File: src/rtl/main_control_fsm.sv
// Multicycle MIPS main control unit: sequences fetch/decode/execute/memory/writeback
// and drives every datapath control line, including ALUop for the ALU control decoder.
module main_control_fsm #(
    parameter int unsigned OPW = 6
) (
    input  logic           clk,
    input  logic           reset,
    input  logic [OPW-1:0] opcode,
    input  logic           jr,
    input  logic           mem_ready,
    output logic           PCWrite,
    output logic           PCWriteCond,
    output logic           IorD,
    output logic           MemRead,
    output logic           MemWrite,
    output logic           MemtoReg,
    output logic           IRWrite,
    output logic           ALUSrcA,
    output logic           RegWrite,
    output logic           RegDst,
    output logic [1:0]     PCSource,
    output logic [1:0]     ALUSrcB,
    output logic [1:0]     ALUop,
    output logic           instr_done,
    output logic           illegal_op,
    output logic [3:0]     state
);

    localparam logic [OPW-1:0] OP_RTYPE = OPW'(6'b000000);
    localparam logic [OPW-1:0] OP_J     = OPW'(6'b000010);
    localparam logic [OPW-1:0] OP_BEQ   = OPW'(6'b000100);
    localparam logic [OPW-1:0] OP_ANDI  = OPW'(6'b001100);
    localparam logic [OPW-1:0] OP_LW    = OPW'(6'b100011);
    localparam logic [OPW-1:0] OP_SW    = OPW'(6'b101011);

    localparam logic [1:0] PCSRC_ALU  = 2'b00;
    localparam logic [1:0] PCSRC_OUT  = 2'b01;
    localparam logic [1:0] PCSRC_JMP  = 2'b10;
    localparam logic [1:0] PCSRC_REGA = 2'b11;

    localparam logic [1:0] SRCB_REGB = 2'b00;
    localparam logic [1:0] SRCB_FOUR = 2'b01;
    localparam logic [1:0] SRCB_IMM  = 2'b10;
    localparam logic [1:0] SRCB_IMM4 = 2'b11;

    localparam logic [1:0] ALU_ADD  = 2'b00;
    localparam logic [1:0] ALU_SUB  = 2'b01;
    localparam logic [1:0] ALU_FUNC = 2'b10;
    localparam logic [1:0] ALU_ANDI = 2'b11;

    typedef enum logic [3:0] {
        S_FETCH  = 4'd0,
        S_DECODE = 4'd1,
        S_MEMADR = 4'd2,
        S_MEMRD  = 4'd3,
        S_MEMWB  = 4'd4,
        S_MEMWR  = 4'd5,
        S_EXEC   = 4'd6,
        S_RCOMP  = 4'd7,
        S_BRANCH = 4'd8,
        S_JUMP   = 4'd9,
        S_ANDIEX = 4'd10,
        S_ANDIWB = 4'd11,
        S_JREG   = 4'd12
    } state_t;

    state_t state_q;
    state_t state_d;
    logic   op_known;
    logic   illegal_q;

    assign op_known = (opcode == OP_LW)  || (opcode == OP_SW)  ||
                      (opcode == OP_RTYPE) || (opcode == OP_BEQ) ||
                      (opcode == OP_J)   || (opcode == OP_ANDI);

    // State register and sticky illegal-opcode flag
    always_ff @(posedge clk or posedge reset) begin
        if (reset) begin
            state_q   <= S_FETCH;
            illegal_q <= 1'b0;
        end else begin
            state_q <= state_d;
            if (state_q == S_DECODE && !op_known) begin
                illegal_q <= 1'b1;
            end
        end
    end

    // Next-state sequencing
    always_comb begin
        state_d = state_q;
        case (state_q)
            S_FETCH: begin
                if (mem_ready) state_d = S_DECODE;
            end
            S_DECODE: begin
                if (opcode == OP_LW || opcode == OP_SW) state_d = S_MEMADR;
                else if (opcode == OP_RTYPE)            state_d = S_EXEC;
                else if (opcode == OP_BEQ)              state_d = S_BRANCH;
                else if (opcode == OP_J)                state_d = S_JUMP;
                else if (opcode == OP_ANDI)             state_d = S_ANDIEX;
                else                                    state_d = S_FETCH;
            end
            // IR is stable here, so the opcode can be looked at again
            S_MEMADR: state_d = (opcode == OP_SW) ? S_MEMWR : S_MEMRD;
            S_MEMRD: begin
                if (mem_ready) state_d = S_MEMWB;
            end
            S_MEMWB: state_d = S_FETCH;
            S_MEMWR: begin
                if (mem_ready) state_d = S_FETCH;
            end
            S_EXEC:   state_d = jr ? S_JREG : S_RCOMP;
            S_RCOMP:  state_d = S_FETCH;
            S_BRANCH: state_d = S_FETCH;
            S_JUMP:   state_d = S_FETCH;
            S_ANDIEX: state_d = S_ANDIWB;
            S_ANDIWB: state_d = S_FETCH;
            S_JREG:   state_d = S_FETCH;
            default:  state_d = S_FETCH;
        endcase
    end

    // Control line decode from the current state
    always_comb begin
        PCWrite     = 1'b0;
        PCWriteCond = 1'b0;
        IorD        = 1'b0;
        MemRead     = 1'b0;
        MemWrite    = 1'b0;
        MemtoReg    = 1'b0;
        IRWrite     = 1'b0;
        ALUSrcA     = 1'b0;
        RegWrite    = 1'b0;
        RegDst      = 1'b0;
        PCSource    = PCSRC_ALU;
        ALUSrcB     = SRCB_REGB;
        ALUop       = ALU_ADD;
        instr_done  = 1'b0;
        case (state_q)
            S_FETCH: begin
                MemRead = 1'b1;
                ALUSrcB = SRCB_FOUR;
                IRWrite = mem_ready;
                PCWrite = mem_ready;
            end
            S_DECODE: begin
                ALUSrcB    = SRCB_IMM4;
                instr_done = !op_known;
            end
            S_MEMADR: begin
                ALUSrcA = 1'b1;
                ALUSrcB = SRCB_IMM;
            end
            S_MEMRD: begin
                MemRead = 1'b1;
                IorD    = 1'b1;
            end
            S_MEMWB: begin
                RegWrite   = 1'b1;
                MemtoReg   = 1'b1;
                instr_done = 1'b1;
            end
            S_MEMWR: begin
                MemWrite   = 1'b1;
                IorD       = 1'b1;
                instr_done = mem_ready;
            end
            S_EXEC: begin
                ALUSrcA = 1'b1;
                ALUop   = ALU_FUNC;
            end
            S_RCOMP: begin
                ALUop      = ALU_FUNC;
                RegDst     = 1'b1;
                RegWrite   = 1'b1;
                instr_done = 1'b1;
            end
            S_BRANCH: begin
                ALUSrcA     = 1'b1;
                ALUop       = ALU_SUB;
                PCWriteCond = 1'b1;
                PCSource    = PCSRC_OUT;
                instr_done  = 1'b1;
            end
            S_JUMP: begin
                PCWrite    = 1'b1;
                PCSource   = PCSRC_JMP;
                instr_done = 1'b1;
            end
            S_ANDIEX: begin
                ALUSrcA = 1'b1;
                ALUSrcB = SRCB_IMM;
                ALUop   = ALU_ANDI;
            end
            S_ANDIWB: begin
                ALUop      = ALU_ANDI;
                RegWrite   = 1'b1;
                instr_done = 1'b1;
            end
            S_JREG: begin
                PCWrite    = 1'b1;
                PCSource   = PCSRC_REGA;
                instr_done = 1'b1;
            end
            default: ;
        endcase
        // An aborted instruction must not commit anything while reset is held
        if (reset) begin
            PCWrite    = 1'b0;
            IRWrite    = 1'b0;
            instr_done = 1'b0;
        end
    end

    assign illegal_op = illegal_q;
    assign state      = state_q;

endmodule

File: config.mk
export PLATFORM = sky130hd
export DESIGN_NAME = main_control_fsm
export DESIGN_NICKNAME = d
export VERILOG_FILES = /design/src/rtl/main_control_fsm.sv
export SDC_FILE = /design/constraint.sdc
export NUM_CORES = 1
export LEC_CHECK = 0
export CAP_MARGIN = 25
export CORE_AREA = 4 4 47 49
export DETAILED_ROUTE_END_ITERATION = 12
export DIE_AREA = 0 0 51 53
export PLACE_DENSITY_LB_ADDON = 0.05
export RECOVER_POWER = 100
export SYNTH_ARGS = -nofsm -noshare
export SYNTH_HDL_FRONTEND = slang
export SYNTH_SLANG_ARGS = --single-unit
File: constraint.sdc
create_clock -name clk -period 1.1 [get_ports clk]
set_input_delay 0.165 -clock clk [delete_from_list [all_inputs] [get_ports clk]]
set_output_delay 0.165 -clock clk [all_outputs]
set_load 0.02 [all_outputs]
; ---- Word-level counts from Yosys, hierarchy flattened
; Cells that the tools add are included.
[classes]
n_eq_ne = 20
mux = 28
reduce_logical = 19
[ops]
columns = op, count
row1 = $mux 4, 9
row2 = $pmux 4 s7, 1
row3 = $eq 4x4->1 const B, 5
row4 = $pmux 2 s3, 3
row5 = $eq 4x3->1 const B, 4
row6 = $eq 6x6->1 const B, 2
row7 = $mux 1, 12
row8 = $reduce_or 2->1, 6
row9 = $eq 4x2->1 const B, 2
row10 = $eq 6x2->1 const B, 1
row11 = $eq 6x3->1 const B, 1
row12 = $eq 6x4->1 const B, 1
row13 = $logic_not 6->1, 1
row14 = $ne 2x2->1 const B, 3
row15 = $reduce_or 6->1, 1
row16 = $logic_or 1x1->1, 5
row17 = $eq 4x1->1 const B, 1
row18 = $logic_not 4->1, 1
row19 = $reduce_or 4->1, 1
row20 = $mux 3, 1
row21 = $pmux 1 s3, 1
row22 = $reduce_and 3->1, 1
row23 = $reduce_or 3->1, 1
row24 = $pmux 1 s2, 1
row25 = 2 further kinds, 2
[word_totals]
reg_bits = 5
inputBits = 10
output_inout_bits = 22
word_cells = 69

; ---- Longest topological paths before layout
; Gate-level depths: netlist of run 1.
[depth]
ltp_word = 9
depth_mapped = 5
mapped_depth_nobuf = 4

; ---- Worst setup path after synthesis of run 1
; OpenSTA, ideal clock, no wires.
[synth_timing]
kind = register to output
startpoint = reg state_q[1] (netlist: state[1])
endpoint = out PCWrite
arrival_ns = 1.528
path_slack_ns = -0.593
path_stages_with_launch = 5
n_path_buf = 1
path_cell_list = dfrtp_1 buf_2 nand2b_1 a21oi_1 a21o_1
[synth_via]
elab_chain_len = 4
elab_cells_between_ends = 6
cone_classes = eq/ne (2) / mux (2) / reduce/logical (2)
[synth_rtl]
columns = item, line_no
row1 = "start, declared", 67  ; state_t state_q;
row2 = "start signal, assigned", 82  ; state_q <= state_d;
row3 = $eq 4x4->1, 140  ; case (state_q)
row4 = $reduce_or 2->1 (no line), n/a
row5 = $pmux 1 s2 *, 140
row6 = $mux 1 *, 209  ; if (reset) begin
row7 = "end, declared", 11  ; output logic PCWrite,
; Every way passes the cells marked *; elsewhere a longest branch is shown, timed or not.

; ---- Final worst setup path of run 1
[layout_timing]
startpoint = reg state_q[0] (netlist: state[0])
endpoint = out instr_done
[layout_via]
elab_chain_len = 4
elab_cells_between_ends = 11
cone_classes = eq/ne (8) / mux (2) / reduce/logical (1)
[layout_rtl]
columns = item, line_no
row1 = $eq 4x4->1 / $eq 4x3->1 (equally long branches), 140
row2 = $reduce_or 6->1 (no line), n/a
row3 = $pmux 1 s3 *, 140
row4 = $mux 1 *, 209
row5 = "end, declared", 24  ; output logic instr_done,
; Marks and branches as above.

==> out/qor.yml, run 1 <==
preCtsSetupSlack_ns: -1.077
antenna_found_initial: 0
cp-end-kind: "primary output"
ys_seq_area_frac: 0.2045
synth_nets: 94
status: "finished with violations"
p_sw_frac: 0.4330
fin_skew_ns: 0.002321
synth_flop_cell: "dfrtp_1"
clk_pin_slew_worst_paths_ns: 0.05
finalHoldViolations: 0
instances_no_fill: 186
cp_num_buf_inv: 2
grt_max_degree: 10
max_stage_delay_ns: 0.45
p_sw_uw: 1682
stdcell_area_um2: 1665
clk_latency_ns: 0.24
cts_tree: "built"
postCtsHoldBufs: 0
setup.worst_path.start_class: "register"
vias_per_cell: 5.134
vdd_drop_max_uv: 1989
routedWlPerCell_um: 16.43
die_w_um: 51
layout-drive-gt1-share: 0.7421
ys_warn_count: 0
final.setup.worst_slack_ns: -0.5414
dp_hpwl_um: 1744
drv_cap: 0
drtIter0Drc: 14
violations: "negative setup slack"
clock-sinks: 5
cts_made_buffers: 3
worstPathArrival_ns: 1.48
rows: 16
h-tree-depth: 1
netlist_area_um2: 611.8
path_cells: "buf_6 > nor3b_2 > nor2_1 > nor2_2 > a21oi_4 > buf_6"
grt_pass1_vias: 967
final_cell_mix: "32 x buf_6, 27 x buf_4, 7 x nor2_2, 6 x nand2b_4"
finalCritPeriodShare: 1.492
slowest_stage: "dfrtp_2"
setup_viol: 26
crit_family: "flip-flops"
p_comb_frac: 0.862
io_buffers: 31
vias: 955
leakagePower_uw: 0.0007114
syn_to_final_growth_pct: 172.2
core-area_um2: 1862
fmax_mhz: 609.2
nets: 170
grt_usage: 0.2143
p_int_uw: 2203
start_util: 0.3286
grt_overflow: 0
seqPwrFrac: 0.082
dr.pass1.iters: 4
wl_um: 3056
dp.cells: 172
final.setup.tns_ns: -8.785
synth_cell_types: 36
tightest_slew_ns: 0.2922
hold_path_class: "input pin to async pin"
slew_headroom: 0.8026
cp_max_fo: 4
cts.path.max_buffers: 2
syn_inst: 84
grt_pass1_wl_um: 4347
path_class: "register to primary output"
gp_congestion: 0.8733
dpl_cell_area_um2: 1385
synth_edf_count: 0
cp.required_ns: 0.94
syn_area_per_cell_um2: 7.284
rsz0062_at_grt: "true"
p_per_area_nw_per_um2: 2333
die_area_um2: 2703
drtAntennaViolNets: 0
drc: 0
antenna_cells: 0
io_pins: 32
cts-root-buf: "clkbuf_4"
async_flop_share: 1.000
final_common_cell: "buf_6"
maxSlewViolCount: 0
p_clk_frac: 0.056
fp.dieH_um: 53
crit_top_cell: "buf_6"
min_period_ns: 1.641
synth_seq_cells: 5
==> worst paths after layout <==
path / start / slack [ns] / depth (start not counted) / endpoint
setup / recovery: state[0] / -0.54 / 6 / instr_done
setup reg to reg: state[1] / -0.39 / 7 / state[0]
max in group asynchronous: reset / 0.40 / 3 / state[3]
hold / removal: reset / 0.47 / 3 / state[2]
min in group clk: opcode[1] / 0.48 / 4 / state[0]
hold reg to reg: illegal_op / 0.51 / 1 / illegal_op
==> routing by layer <==
layer | part of all wire | track usage | routed length (um)
met3 | 0.027 | 0.01690 | 83
met1 | 0.40 | 0.2326 | 1226
met4 | 0.013 | 0.09417 | 41
met2 | 0.56 | 0.4185 | 1705
met5 | 0 | 0 | 0
==> power by group through the flow <==
stage / sequential (uW) / clock [uW] / combinational [uW]
CTS: 306 / 217 / 2890
floorplan: 375 / 0 / 1260
finish: 318 / 216 / 3350
global route: 326 / 250 / 3520
detailed placement: 328 / 0 / 2340
global placement: 330 / 0 / 2310
==> repair_timing <==
item                       CTS  global route
setup buffers                6             8
setup endpoints to repair   27            27
pin swaps                   10            11
gates resized for setup    155            19
gates cloned                 0             0
==> area by class of cell <==
cell class                      count  area [um^2]
Clock buffer                        4        26.28
Fill cell                          90        196.4
Inverter                            3        13.76
Multi-Input combinational cell     72        729.5
Sequential cell                     5        130.1
Tap cell                           27        33.78
Timing Repair Buffer               75        732.0
==> per-stage QoR <==
stage | total power [uW] | hold WS [ns] | utilization
global route | 4092 | 0.4884 | 0.8945
CTS | 3410 | 0.2890 | 0.8481
global placement | 2643 | 0.4501 | 0.7440
finish | 3885 | 0.4653 | 0.8945
detailed placement | 2673 | 0.4585 | 0.7440
floorplan | 1634 | -0.03189 | -
==> logic make-up (layout without fill, tap and decap cells) <==
logic type / Yosys count / count (layout) / share of synthesized area
buffers and inverters: 7 / 82 / 0.05521
xor gates and xnor gates: 2 / 2 / 0.02864
muxes: 2 / 2 / 0.04294
and+or+nand+nor: 47 / 47 / 0.4315
AOI/OAI and AO/OA: 21 / 21 / 0.2372
DFF: 5 / 5 / 0.2045
==> state kept, by name (all words and copies together) (netlist names) <==
| name | cells |
|---|---|
| state | 4 |
| illegal_op | 1 |
==> Yosys cell counts (2+ instances only) <==
master	instances	area [um^2]
nor2_1	13	48.80
nand2b_1	9	56.30
nor3_1	6	30.03
dfrtp_1	5	125.1
a21oi_1	4	20.02
nand2_1	4	15.01
a21o_1	3	22.52
buf_2	3	15.01
inv_1	3	11.26
nand3_1	3	15.01
nor2b_1	3	18.77
o21ai_1	3	15.01
a22oi_1	2	15.01
==> tightest hold or removal path, cell delays in order <==
cell and delay [ns]:
dlygate4sd3_1 0.53, inv_1 0.13, clkbuf_1 0.26
No activity file was read; power rests on OpenSTA's default activity.
==> run 2, diff against run 1 <==
--- a/config.mk
+++ b/config.mk
@@ -6,11 +6,12 @@
 export NUM_CORES = 1
 export LEC_CHECK = 0
 export CAP_MARGIN = 25
-export CORE_AREA = 4 4 47 49
+export CORE_AREA = 4 4 46 48
 export DETAILED_ROUTE_END_ITERATION = 12
-export DIE_AREA = 0 0 51 53
+export DIE_AREA = 0 0 50 52
 export PLACE_DENSITY_LB_ADDON = 0.05
 export RECOVER_POWER = 100
+export SLEW_MARGIN = 20
 export SYNTH_ARGS = -nofsm -noshare
 export SYNTH_HDL_FRONTEND = slang
 export SYNTH_SLANG_ARGS = --single-unit
==> constraint.sdc (replaced) <==
create_clock -name clk -period 1.7 [get_ports clk]
set_input_delay 0.34 -clock clk [delete_from_list [all_inputs] [get_ports clk]]
set_output_delay 0.34 -clock clk [all_outputs]
set_load 0.02 [all_outputs]
==> out/qor.yml, run 2 (same netlist as run 1, synthesis figures left out) <==
status: "finished with violations"
violations: "negative setup slack"
leakagePower_uw: 0.0006421  # -9.7%
antenna_found_initial: 0  # unchanged
maxSlewViolCount: 0  # unchanged
wl_um: 2457  # -20%
grt_overflow: 0  # unchanged
vias: 900  # -5.8%
io_buffers: 31  # unchanged
p_int_uw: 1018  # -54%
total_power_uw: 1830  # -53%
rsz0062_at_grt: "true"
routedWlPerCell_um: 13.65  # -17%
vdd_drop_max_uv: 900.2  # -55%
setup_viol: 5  # -81%
dpl_cell_area_um2: 1219  # -12%
p_per_area_nw_per_um2: 1403  # -40%
stdcell_area_um2: 1305  # -22%
fmax_mhz: 556.6
cp.required_ns: 1.36  # +0.42 ns
final_cell_mix: "41 x buf_4, 11 x nor2_1, 8 x buf_6, 7 x nand2b_1, 6 x buf_2"
final_common_cell: "buf_4"
clk_pin_slew_worst_paths_ns: 0.05  # about the same
tightest_slew_ns: 0.2789  # -0.01334 ns
vias_per_cell: 5.000  # -2.6%
p_comb_frac: 0.821  # -0.041
seq_area_um2: 126.4  # -2.9%
seqPwrFrac: 0.102  # +0.020
clk_latency_ns: 0.25  # about the same
clock-sinks: 5  # unchanged
hold_path_class: "register to register"
nets: 166  # -2.4%
die_w_um: 50  # -2.0%
layout-drive-gt1-share: 0.5419  # -0.2002
drv_cap: 0  # unchanged
io_pins: 32  # unchanged
path_class: "register to primary output"
dp_hpwl_um: 1804  # +3.5%
setup.worst_path.start_class: "register"
p_sw_uw: 812.8  # -52%
core-area_um2: 1708  # -8.3%
rows: 15  # -1
drtIter0Drc: 5  # -9
dr.pass1.iters: 2  # -2
final.setup.tns_ns: -0.2399  # +8.545 ns
fin_skew_ns: 0.007299  # +0.004979 ns
slew_headroom: 0.8117  # +0.009083
start_util: 0.3582  # +0.02961
postCtsHoldBufs: 0  # unchanged
min_period_ns: 1.797
antenna_cells: 0  # unchanged
cts.path.max_buffers: 2  # unchanged
die_area_um2: 2600  # -3.8%
hold_ws_ns: 0.4641  # -0.001212 ns
drc: 0  # unchanged
worstPathArrival_ns: 1.46  # -0.02 ns
syn_to_final_growth_pct: 113.3
cp_max_fo: 4  # unchanged
fp.dieH_um: 52  # -1.9%
grt_max_degree: 11  # +1
cts_made_buffers: 3  # unchanged
finalCritPeriodShare: 1.057
grt_usage: 0.1848  # -0.02953
drtAntennaViolNets: 0  # unchanged
cts_tree: "built"
fill_cells: 138  # +53%
p_sw_frac: 0.4441  # +0.01106
final.setup.worst_slack_ns: -0.09660  # +0.4448 ns
largest_reg_flops: 4  # unchanged
preCtsSetupSlack_ns: -0.8124  # +0.2648 ns
finalHoldViolations: 0  # unchanged
cts-root-buf: "clkbuf_4"
gp_congestion: 0.8673  # -0.69%
multiInputGateArea_um2: 543.0  # -26%
grt_pass1_vias: 865  # -11%
grt_pass1_wl_um: 3698  # -15%
h-tree-depth: 1  # unchanged
p_clk_frac: 0.077  # +0.021
cp-end-kind: "primary output"
[run 2: cell type report]
cell class | instances | area share
timing repair buffer | 71 | 0.4343
inverter | 3 | 0.008629
sequential | 5 | 0.09684
multi-input combinational | 72 | 0.4161
clock buffer | 4 | 0.02013
tap | 25 | 0.02397
[run 2: through the flow]
stage / instances / util
2_1_floorplan: 84 / -
3_3_place_gp: 171 / 0.7136
3_5_place_dp: 171 / 0.7136
4_1_cts: 178 / 0.7348
5_1_grt: 180 / 0.7641
6_report: 180 / 0.7641
[run 2: layer usage]
metal | track usage | wire length [um]
met5 | 0 | 0
met3 | 0.06590 | 148
met1 | 0.1906 | 1008
met4 | 0.05069 | 55
met2 | 0.3478 | 1245
[run 2: path summary, 6_finish.rpt]
kind,from,endpoint,slack (ns),depth (start not counted)
setup / recovery,state[3],PCWrite,-0.1,5
hold / removal,illegal_op,illegal_op,0.46,1
setup reg to reg,state[0],state[0],0.24,6
hold reg to reg,illegal_op,illegal_op,0.46,1
max in group asynchronous,reset,state[0],0.99,3
min in group asynchronous,reset,state[3],0.59,3
[run 2: power groups by stage]
stage	clock (uW)	combinational (uW)	sequential, uW
finish	140	1500	187
global route	159	1610	193
detailed placement	0	1290	189
global placement	0	1270	189
floorplan	0	582	226
CTS	139	1300	183
[run 2: timing repair]
item | in CTS | in global routing
buffers inserted | 3 | 3
setup endpoints to repair | 20 | 15
pin swaps | 5 | 7
gates cloned | 0 | 0
gates resized for setup | 96 | 32
[run 2: critical path, stage by stage (launching register included)]
cell and delay (ns):
dfrtp_1 0.43, or2_4 0.28, nor3_2 0.10, and3_4 0.20, a21o_1 0.09, buf_6 0.11
==> run 3, diff against run 2 <==
==> constraint.sdc (replaced) <==
create_clock -name clk -period 1.7 [get_ports clk]
set_input_delay 0.34 -clock clk [delete_from_list [all_inputs] [get_ports clk]]
set_output_delay 0.34 -clock clk [all_outputs]
set_load 0.01 [all_outputs]
==> out/qor.yml, run 3 (same netlist as run 1, synthesis figures left out) <==
finalCritPeriodShare: 1.047  # -0.01003
vdd_drop_max_uv: 711.2  # -21%
final.setup.tns_ns: -0.2513  # -0.01135 ns
start_util: 0.3582  # unchanged
antenna_cells: 0  # unchanged
drc: 0  # unchanged
antenna_found_initial: 0  # unchanged
die_area_um2: 2600  # unchanged
io_pins: 32  # unchanged
violations: "negative setup slack"
crit_top_cell: "buf_2"
path_cells: "buf_2 > mux2_4 > o31a_1 > o21ai_2 > a21oi_2 > buf_2"
cts.path.max_buffers: 2  # unchanged
total_power_uw: 1733  # -5.3%
clk_latency_ns: 0.25  # about the same
grt_pass1_wl_um: 3774  # +2.1%
fmax_mhz: 561.9  # +0.96%
slew_headroom: 0.7129  # -0.09887
cp.required_ns: 1.36  # about the same
crit_family: "compound AO/OA/AOI/OAI gates"
final.setup.worst_slack_ns: -0.07955  # +0.01705 ns
slowest_stage: "o31a_1"
cts-root-buf: "clkbuf_4"
hold_ws_ns: 0.4725  # +0.008406 ns
nets: 169  # +1.8%
tightest_slew_ns: 0.4247  # +0.1459 ns
hold_path_class: "register to register"
critical_path_depth: 6  # +1
setup.worst_path.start_class: "input pin"
die_w_um: 50  # unchanged
grt_usage: 0.1897  # +0.004863
r2r-start: "state[3]"
gp_congestion: 0.8610  # -0.73%
layout-drive-gt1-share: 0.5823  # +0.04034
io_buffers: 31  # unchanged
cp-end-kind: "primary output"
routedWlPerCell_um: 13.02  # -4.6%
wl_um: 2382  # -3.1%
rsz0062_at_grt: "true"
cp_num_buf_inv: 2  # +1
rows: 15  # unchanged
syn_to_final_growth_pct: 114.3
dp_hpwl_um: 1641  # -9.1%
grt_max_degree: 12  # +1
maxSlewViolCount: 0  # unchanged
finalHoldViolations: 0  # unchanged
fill_cells: 135  # -2.2%
h-tree-depth: 1  # unchanged
clk_pin_slew_worst_paths_ns: 0.05  # about the same
largest_reg_flops: 4  # unchanged
r2r_slack_ns: 0.29  # +0.05 ns
drtAntennaViolNets: 0  # unchanged
min_period_ns: 1.780  # -0.01705 ns
r2r_cells: 5  # -1
fin_skew_ns: 0.005793  # -0.001506 ns
cp_max_fo: 2  # -2
final_cell_mix: "33 x buf_4, 17 x buf_2, 10 x nor2_1, 8 x buf_6, 7 x nand2b_1"
vias_per_cell: 4.929  # -1.4%
core-area_um2: 1708  # unchanged
startpoint: "opcode[2]"
fp.dieH_um: 52  # unchanged
setup_viol: 4  # -1
drv_cap: 0  # unchanged
cp-endpoint: "instr_done"
status: "finished with violations"
timing.rr.end: "state[2]"
max_stage_delay_ns: 0.31  # -0.12 ns
worstPathArrival_ns: 1.44  # -0.02 ns
grt_pass1_vias: 884  # +2.2%
p_per_area_nw_per_um2: 1321  # -5.8%
leakagePower_uw: 0.0006284  # -2.1%
grt_overflow: 0  # unchanged
seq_area_um2: 127.6  # +0.99%
clock-sinks: 5  # unchanged
final_common_cell: "buf_4"
vias: 902  # +0.22%
postCtsHoldBufs: 0  # unchanged
dr.pass1.iters: 4  # +2
path_class: "input pin to primary output"
drtIter0Drc: 16  # +11
multiInputGateArea_um2: 550.5  # +1.4%
cts_tree: "built"
cts_made_buffers: 3  # unchanged
==> run 3: cell types whose count changed in the layout (fill, tap and decap cells not counted), sizes merged <==
cell	before	now
buf	55	58
clkbuf	9	7
clkdlybuf4s15	1	2
clkdlybuf4s50	2	5
dlygate4sd2	3	5
dlygate4sd3	2	1
dlymetal6s2s	3	0
==> run 3: power by group <==
group,switching (uW),internal (uW)
registers,42.5,153
logic,625,763
clock network,60.0,89.4
==> run 3: repair_timing <==
action,CTS,global route
resized for setup,89,26
buffers inserted,5,7
pin swaps,9,6
cloned,1,0
endpoints found under the setup margin,19,15
==> run 3: per-layer routing <==
metal  up-vias  routed length, um  GRT usage
met3         6                124    0.02579
met2        33               1166     0.3609
li1        452                  -          -
met5         -                  0          0
met4         0                 61     0.1014
met1       411               1031     0.1993
==> run 3: area by class of cell <==
| class | instances | share of cell area |
|---|---|---|
| well taps | 25 | 0.02385 |
| multi-input cells | 72 | 0.4198 |
| inverters | 3 | 0.008588 |
| flip-flops and latches | 5 | 0.09733 |
| repair buffers | 74 | 0.4303 |
| clock buffers | 4 | 0.02004 |
==> run 3: how the worst min path moves through the flow <==
stage | to | cells past startpoint | startpoint | slack (ns)
2_1_floorplan | illegal_op | 1 | reset | 0.14
4_1_cts | illegal_op | 3 | reset | 0.39
3_5_place_dp | illegal_op | 1 | illegal_op | 0.46
5_1_grt | illegal_op | 1 | illegal_op | 0.51
3_3_place_gp | illegal_op | 1 | illegal_op | 0.45
6_report | illegal_op | 1 | illegal_op | 0.47
==> run 3: through the flow <==
stage          instances  area (um^2)  setup WS (ns)  utilization
2_1_floorplan         84        611.8         0.1118            -
4_1_cts              176         1204       -0.08360       0.7048
3_5_place_dp         166         1156        -0.7336       0.6769
3_3_place_gp         166         1156        -0.7123       0.6769
5_1_grt              183         1311        -0.1464       0.7678
6_report             183         1311       -0.07955       0.7678
==> run 3: worst reg2reg max path: stages, from the launching register on <==
cell and delay (ns):
dfrtp_1 0.38, buf_6 0.14, buf_6 0.13, nor4b_1 0.43, a22oi_1 0.16, nand2_1 0.10
